<file path="src/rtl/leds7_display_ctrl.sv">
// leds7_display_ctrl: accepts a binary value over valid/ready, converts it to
// four BCD digits with a serial shift-add-3 engine, and drives four registered
// seven-segment indicators with leading-zero blanking and 9999 saturation.
module leds7_display_ctrl #(
  parameter int DATA_W        = 14,
  parameter bit BLANK_LEADING = 1'b1,
  parameter bit ACTIVE_LOW    = 1'b1
) (
  input  logic              clk,
  input  logic              reset,
  input  logic              in_valid,
  output logic              in_ready,
  input  logic [DATA_W-1:0] in_data,
  output logic [6:0]        hex0,
  output logic [6:0]        hex1,
  output logic [6:0]        hex2,
  output logic [6:0]        hex3,
  output logic              overflow,
  output logic              busy
);

  localparam int         CNT_W     = $clog2(DATA_W + 1);
  localparam logic [6:0] SEG_BLANK = ACTIVE_LOW ? 7'h7F : 7'h00;

  typedef enum logic [1:0] {
    IDLE,
    CONVERT,
    UPDATE
  } state_t;

  state_t                   state_q, state_d;
  logic [DATA_W-1:0]        bin_q;
  logic [15:0]              bcd_q;
  logic [15:0]              bcd_adj;
  logic [16+DATA_W-1:0]     shift_d;
  logic [CNT_W-1:0]         cnt_q;
  logic                     ovf_pend_q;
  logic                     accept;
  logic [3:0][6:0]          seg_d;
  logic                     lead_zero;
  logic [6:0]               raw;

  // abcdefg pattern (active-high) for one decimal digit.
  function automatic logic [6:0] seg_of(input logic [3:0] d);
    case (d)
      4'd0:    seg_of = 7'b1111110;
      4'd1:    seg_of = 7'b0110000;
      4'd2:    seg_of = 7'b1101101;
      4'd3:    seg_of = 7'b1111001;
      4'd4:    seg_of = 7'b0110011;
      4'd5:    seg_of = 7'b1011011;
      4'd6:    seg_of = 7'b0011111;
      4'd7:    seg_of = 7'b1110000;
      4'd8:    seg_of = 7'b1111111;
      4'd9:    seg_of = 7'b1110011;
      default: seg_of = 7'b0000000;
    endcase
  endfunction

  assign accept = (state_q == IDLE) && in_valid && in_ready;

  // Next-state logic: IDLE -> CONVERT (DATA_W shifts) -> UPDATE -> IDLE.
  always_comb begin
    // NOTE: every combinational output gets a default first so no path can infer a latch.
    state_d = state_q;
    case (state_q)
      IDLE:    if (accept) state_d = CONVERT;
      CONVERT: if (cnt_q == CNT_W'(1)) state_d = UPDATE;
      UPDATE:  state_d = IDLE;
      default: state_d = IDLE;
    endcase
  end

  // Add-3 correction on each nibble >= 5, then one left shift of {bcd, bin}.
  always_comb begin
    bcd_adj = bcd_q;
    for (int k = 0; k < 4; k++) begin
      if (bcd_q[4*k +: 4] >= 4'd5) bcd_adj[4*k +: 4] = bcd_q[4*k +: 4] + 4'd3;
    end
    shift_d = {bcd_adj, bin_q} << 1;
  end

  // Segment encoding with leading-zero blanking (hex0 always shown) and polarity.
  always_comb begin
    seg_d     = '0;
    lead_zero = 1'b1;
    raw       = 7'h00;
    for (int k = 3; k >= 0; k--) begin
      lead_zero = lead_zero && (bcd_q[4*k +: 4] == 4'd0);
      raw       = seg_of(bcd_q[4*k +: 4]);
      if (BLANK_LEADING && lead_zero && (k != 0)) raw = 7'h00;
      seg_d[k]  = ACTIVE_LOW ? ~raw : raw;
    end
  end

  // Control registers: state, registered handshake and busy flags.
  always_ff @(posedge clk or posedge reset) begin
    // NOTE: sequential state uses non-blocking assignments so all registers update together.
    if (reset) begin
      state_q  <= IDLE;
      in_ready <= 1'b0;
      busy     <= 1'b0;
    end else begin
      state_q  <= state_d;
      in_ready <= (state_d == IDLE);
      busy     <= (state_d != IDLE);
    end
  end

  // Conversion datapath: latch/saturate on accept, shift during CONVERT.
  always_ff @(posedge clk or posedge reset) begin
    // NOTE: datapath registers are reset too, so an abandoned conversion leaves no residue.
    if (reset) begin
      bin_q      <= '0;
      bcd_q      <= '0;
      cnt_q      <= '0;
      ovf_pend_q <= 1'b0;
    end else begin
      case (state_q)
        IDLE: begin
          if (accept) begin
            if (32'(in_data) > 32'd9999) begin
              bin_q      <= DATA_W'(9999);
              ovf_pend_q <= 1'b1;
            end else begin
              bin_q      <= in_data;
              ovf_pend_q <= 1'b0;
            end
            bcd_q <= '0;
            cnt_q <= CNT_W'(DATA_W);
          end
        end
        CONVERT: begin
          {bcd_q, bin_q} <= shift_d;
          cnt_q          <= cnt_q - CNT_W'(1);
        end
        default: ;
      endcase
    end
  end

  // Display registers: change only on the UPDATE edge, blank on reset.
  always_ff @(posedge clk or posedge reset) begin
    if (reset) begin
      hex0     <= SEG_BLANK;
      hex1     <= SEG_BLANK;
      hex2     <= SEG_BLANK;
      hex3     <= SEG_BLANK;
      overflow <= 1'b0;
    end else if (state_q == UPDATE) begin
      hex0     <= seg_d[0];
      hex1     <= seg_d[1];
      hex2     <= seg_d[2];
      hex3     <= seg_d[3];
      overflow <= ovf_pend_q;
    end
  end

endmodule

</file>
<file path="config.mk">
export PLATFORM = sky130hd
export DESIGN_NAME = leds7_display_ctrl
export DESIGN_NICKNAME = d
export VERILOG_FILES = /design/src/rtl/leds7_display_ctrl.sv
export SDC_FILE = /design/constraint.sdc
export NUM_CORES = 1
export LEC_CHECK = 0
export ABC_AREA = 1
export CORE_ASPECT_RATIO = 0.6
export CORE_MARGIN = 2
export CORE_UTILIZATION = 60
export CTS_CLUSTER_DIAMETER = 150
export DETAILED_ROUTE_END_ITERATION = 12
export DONT_BUFFER_PORTS = 1
export MAX_ROUTING_LAYER = met4
export PLACE_DENSITY = 0.76
export SLEW_MARGIN = 20
export SYNTH_ARGS = -nofsm -noshare
export SYNTH_HDL_FRONTEND = slang
export SYNTH_SLANG_ARGS = --single-unit
</file>
<file path="constraint.sdc">
create_clock -name clk -period 4.25 [get_ports clk]
set_clock_uncertainty 0.05 [all_clocks]
set_input_delay 0.85 -clock clk [delete_from_list [all_inputs] [get_ports clk]]
set_output_delay 0.85 -clock clk [all_outputs]
set_load 0.1 [all_outputs]
</file>
### Yosys cells after proc, flatten, opt, wreduce, memory -nomap -nowiden

Memory sizes are Yosys's and may differ from the RTL's.
Cells that the tools add are included.

* bits in registers: 68
* ROM bits: 448
* input bits: 17
* output and inout bits: 31
* logic and storage cells: 65
* memories: 4

Memory list
* (no name shown): depth 16, bits a word 7, read ports 1, clocked after Yosys merged registers in 0, wr ports 0, line 45 `case (d)`
* (no name shown): depth 16, bits a word 7, read ports 1, clocked after Yosys merged registers in 0, wr ports 0, line 45
* (no name shown): depth 16, bits a word 7, read ports 1, clocked after Yosys merged registers in 0, wr ports 0, line 45
* (no name shown): depth 16, bits a word 7, read ports 1, clocked after Yosys merged registers in 0, wr ports 0, line 45

* add/subtract/negate cells: 5
* order comparisons: 5
* equal/unequal tests: 4
* multiplexer cells: 18
* bitwise operators: 4
* reductions and logical operators: 13

Operators by type and width (number)
* 16-bit one-hot mux with 2 select lines: 1
* 14-bit two-way mux: 2
* 7-bit NOT: 4
* 14-bit one-hot mux with 2 select lines: 1
* 7-bit two-way mux: 3
* 4-bit by 3-bit greater-or-equal comparator with 1-bit output, second input constant: 4
* 16-bit two-way mux: 1
* 4-bit two-way mux: 4
* 14-bit > comparator, second input constant: 1
* 4-bit by 2-bit adder with 4-bit output, second input constant: 3
* 4-bit logical NOT: 3
* 4-bit one-hot mux with 2 select lines: 1
* 4-bit by 1-bit == test with 1-bit output, second input constant: 1
* 1-bit logical AND: 4
* 2-bit logical NOT: 2
* 2-bit two-way mux: 2
* 2-bit one-hot mux with 2 select lines: 1
* 2-bit AND reduction: 2
* 2-bit nonzero test: 2
* 4-bit by 1-bit subtractor with 4-bit output, second input constant: 1
* 3-bit by 2-bit adder with 3-bit output, second input constant: 1
* 3-bit two-way mux: 1
* 2-bit by 1-bit == test with 1-bit output, second input constant: 1
* 2-bit == test, second input constant: 1
* 2 further kinds: 2

### Logic depth before layout (Yosys ltp)

* depth after elaboration: 6
* mapped depth: 9

### Worst setup path after synthesis

Ideal clock, no wire load.

* path kind: register to register
* from: register in_ready
* to: register bin_q[13]
* arrival: 1759 ps
* path slack: 2311 ps
* cell stages (with the launch flop): 7
* path buffers: 1
* period minus slack after synthesis: 1939 ps
* cells stage by stage: dfrtp_1 nand2_1 nor3_4 nor2_8 buf_6 nand2_1 o211ai_1

* cells in the longest elaborated chain, start to end: 3

Ends and longest elaborated chain
* start, declared: line 12 `output logic in_ready,`
* start signal, assigned: line 105 `in_ready <= (state_d == IDLE);`
* 1-bit logical AND: line 60 `assign accept = (state_q == IDLE) && in_valid && in_ready;`
* 2-bit != test (no source line)
* 2-bit AND reduction (no source line)
* end signal, assigned: line 126 `bin_q <= in_data;`
* end signal, assigned: line 134 `{bcd_q, bin_q} <= shift_d;`
* end, declared: line 32 `logic [DATA_W-1:0] bin_q;`

Every way passes these cells.
A chain may end at the register's enable or synchronous reset.

### Final worst setup path

* from: register in_ready
* to: output port in_ready

No word-level cell between the ends.

==> impl_metrics.ini <==
[hold_path]
hold_class = flip-flop to flip-flop

[yosys]
postSynthCellCount = 481
ys.flop_type = dfrtp_1
synthArstFlopShare_pct = 100
seq_area_frac_synth_pct = 45.8
postSynthAreaPerCell_um2 = 7.89
ys_ff_latch = 68
synth_edf_count = 0
synth_area_mm2 = 0.00379
ys_types = 29
yosys_warnings = 0
synth_fp_nets = 524

[timing]
whs_ps = 433
timing.setup.tns_ps = 0
post-route-period-util_pct = 52.5
rsz0062_at_grt = no
slew_headroom_pct = 35.8
hold_viol = 0
max_freq_mhz = 448
fin_crit_ps = 2230
setup_viol = 0
tightestPinTransition_ps = 964
final_max_slew_viol_count = 0

[final_layout]
finalInstanceArea_mm2 = 0.00400
antenna_cells = 0
nNetsFinal = 522
drive_gt1_share_pct = 11.4
instances_no_fill = 568
fillers = 548
area_growth_pct = 5.31

[clocking]
numCtsBuffers = 9
cts_setup_buffers = 0
cts_resized = 0
clk_latency_ps = 350
cts.sinks = 68
h-tree-depth = 3
root_buffer = clkbuf_8
cts-hold-fix-buffers = 0
path_clk_slew_ps = 70
cts_tree = yes
clock_path_buffers = 2

[die]
ios = 48
core-area_mm2 = 0.00611
dieArea_mm2 = 0.00700
initial_core_util_pct = 62.1
num_rows = 22
die_w_um = 107
die-height_um = 65.6

[global_routing]
grt_pass1_vias = 2826
grt_max_degree = 49
grt_pass1_wl_mm = 13.2
antenna_found_initial = 0
grt_usage_pct = 25.2
grt-ovfl-total = 0

[flow_run]
cap_violations = 0

[placed_design]
port_buffers = 0
place_congestion = 0.912
dp.cells = 552
place.detailed.hpwl_mm = 5.28
placed_cell_area_mm2 = 0.00382

[routing]
drc_errors = 0
viasPerCell = 5.38
dr.pass1.iters = 5
wl_per_cell_um = 13.6
drt_iter0_drc = 205
vias = 3053
wl_mm = 7.72
drtAntennaViolNets = 0

[critical_path]
rrSetupSlack_ps = 2140
critPathKind = flip-flop to output pin
critPathCaptureType = output pin
critPathLaunchType = flip-flop
worst_ep_arrival_time_ps = 1330
cp_data_required_time_ps = 3350
critPathMaxFanout = 3

[outcome]
status = finished clean
placed cells by master (no fill, tap or decap):
cell type / netlist / final
nand2_1: 132 / 132
nor2_1: 73 / 73
dfrtp_1: 40 / 40
inv_1: 39 / 38
nand3_1: 31 / 31
dfstp_2: 28 / 28
ha_1: 26 / 26
a21oi_1: 24 / 24
o21ai_0: 24 / 24
o21ai_1: 12 / 12
clkbuf_8: 0 / 11
inv_2: 6 / 6
a31oi_1: 6 / 6
o211ai_1: 4 / 4
o22a_1: 4 / 4
nand4_1: 3 / 3
xor2_1: 3 / 3
clkinv_2: 0 / 3
clkbuf_1: 0 / 3
nand2_2: 2 / 2
nor3_1: 2 / 2
nand4_2: 1 / 1
inv_4: 1 / 1
nor3_4: 1 / 1
nor2_8: 1 / 1
a22oi_1: 1 / 1
o22ai_1: 1 / 1
xnor2_1: 1 / 1
or2_0: 1 / 1
buf_4: 1 / 1
synthesized netlist by cell type (3+ instances only):
master	count	area (um^2)
o21ai_1	12	60.1
dfstp_2	28	736
o21ai_0	24	120
nand2_1	132	495
a31oi_1	6	37.5
inv_2	6	22.5
nand4_1	3	18.8
inv_1	39	146
buf_2	11	55.1
ha_1	26	325
a21oi_1	24	120
o22a_1	4	35.0
o211ai_1	4	30.0
xor2_1	3	26.3
nand3_1	31	155
nor2_1	73	274
dfrtp_1	40	1000
state kept, by name, indices dropped and copies added (netlist names), 2 cells and up:
| register | flops |
|---|---|
| hex1 | 7 |
| cnt_q | 4 |
| bin_q | 14 |
| state_q | 2 |
| hex3 | 7 |
| hex0 | 7 |
| hex2 | 7 |
| bcd_q | 16 |
routing by layer:
| layer | global-route usage [%] | vias to the layer above | share of wire (%) | routed length [um] |
|---|---|---|---|---|
| met5 | - | - | 0 | 0 |
| met4 | 5.68 | 0 | 0.96 | 74 |
| met3 | 9.62 | 10 | 6.7 | 519 |
| met2 | 35.6 | 87 | 41 | 3200 |
| met1 | 34.6 | 1418 | 51 | 3920 |
| li1 | - | 1538 | - | - |
through the flow:
stage          setup slack (ps)  utilization [%]
2_1_floorplan              1680                -
3_3_place_gp               2190             62.6
3_5_place_dp               2130             62.6
4_1_cts                    2010             65.4
5_1_grt                    1990             65.4
6_report                   2020             65.4
cell type report:
class                   count  area, um^2  area share, %
multi-input cells         353        1800           45.0
flip-flops and latches     68        1740           43.5
inverters                  46         176           4.41
clock buffers              14         163           4.07
well taps                  84         105           2.63
clock inverters             2        10.0          0.250
repair buffers              1        7.51          0.188
path summary, 6_finish.rpt:
kind,startpoint,endpoint,cells past startpoint
min in group asynchronous,reset,bin_q[0],1
max reg2reg,in_ready,bin_q[5],4
min,cnt_q[2],cnt_q[2],1
max in group asynchronous,reset,hex0[4],2
min reg2reg,cnt_q[2],cnt_q[2],1
max,in_ready,in_ready,0
logic make-up after synthesis:
logic type                 Yosys count  synth area share [%]
DFF                                 68                  45.8
and+or+nand+nor                    247                  26.9
adders and majority gates           26                  8.57
buffers and inverters               60                  6.86
xor gates and xnor gates             4                 0.923
AOI/OAI and AO/OA                   76                  11.0
Power is not shown: default switching activity piles up to over one toggle a cycle in this logic, so the estimate is an artifact.
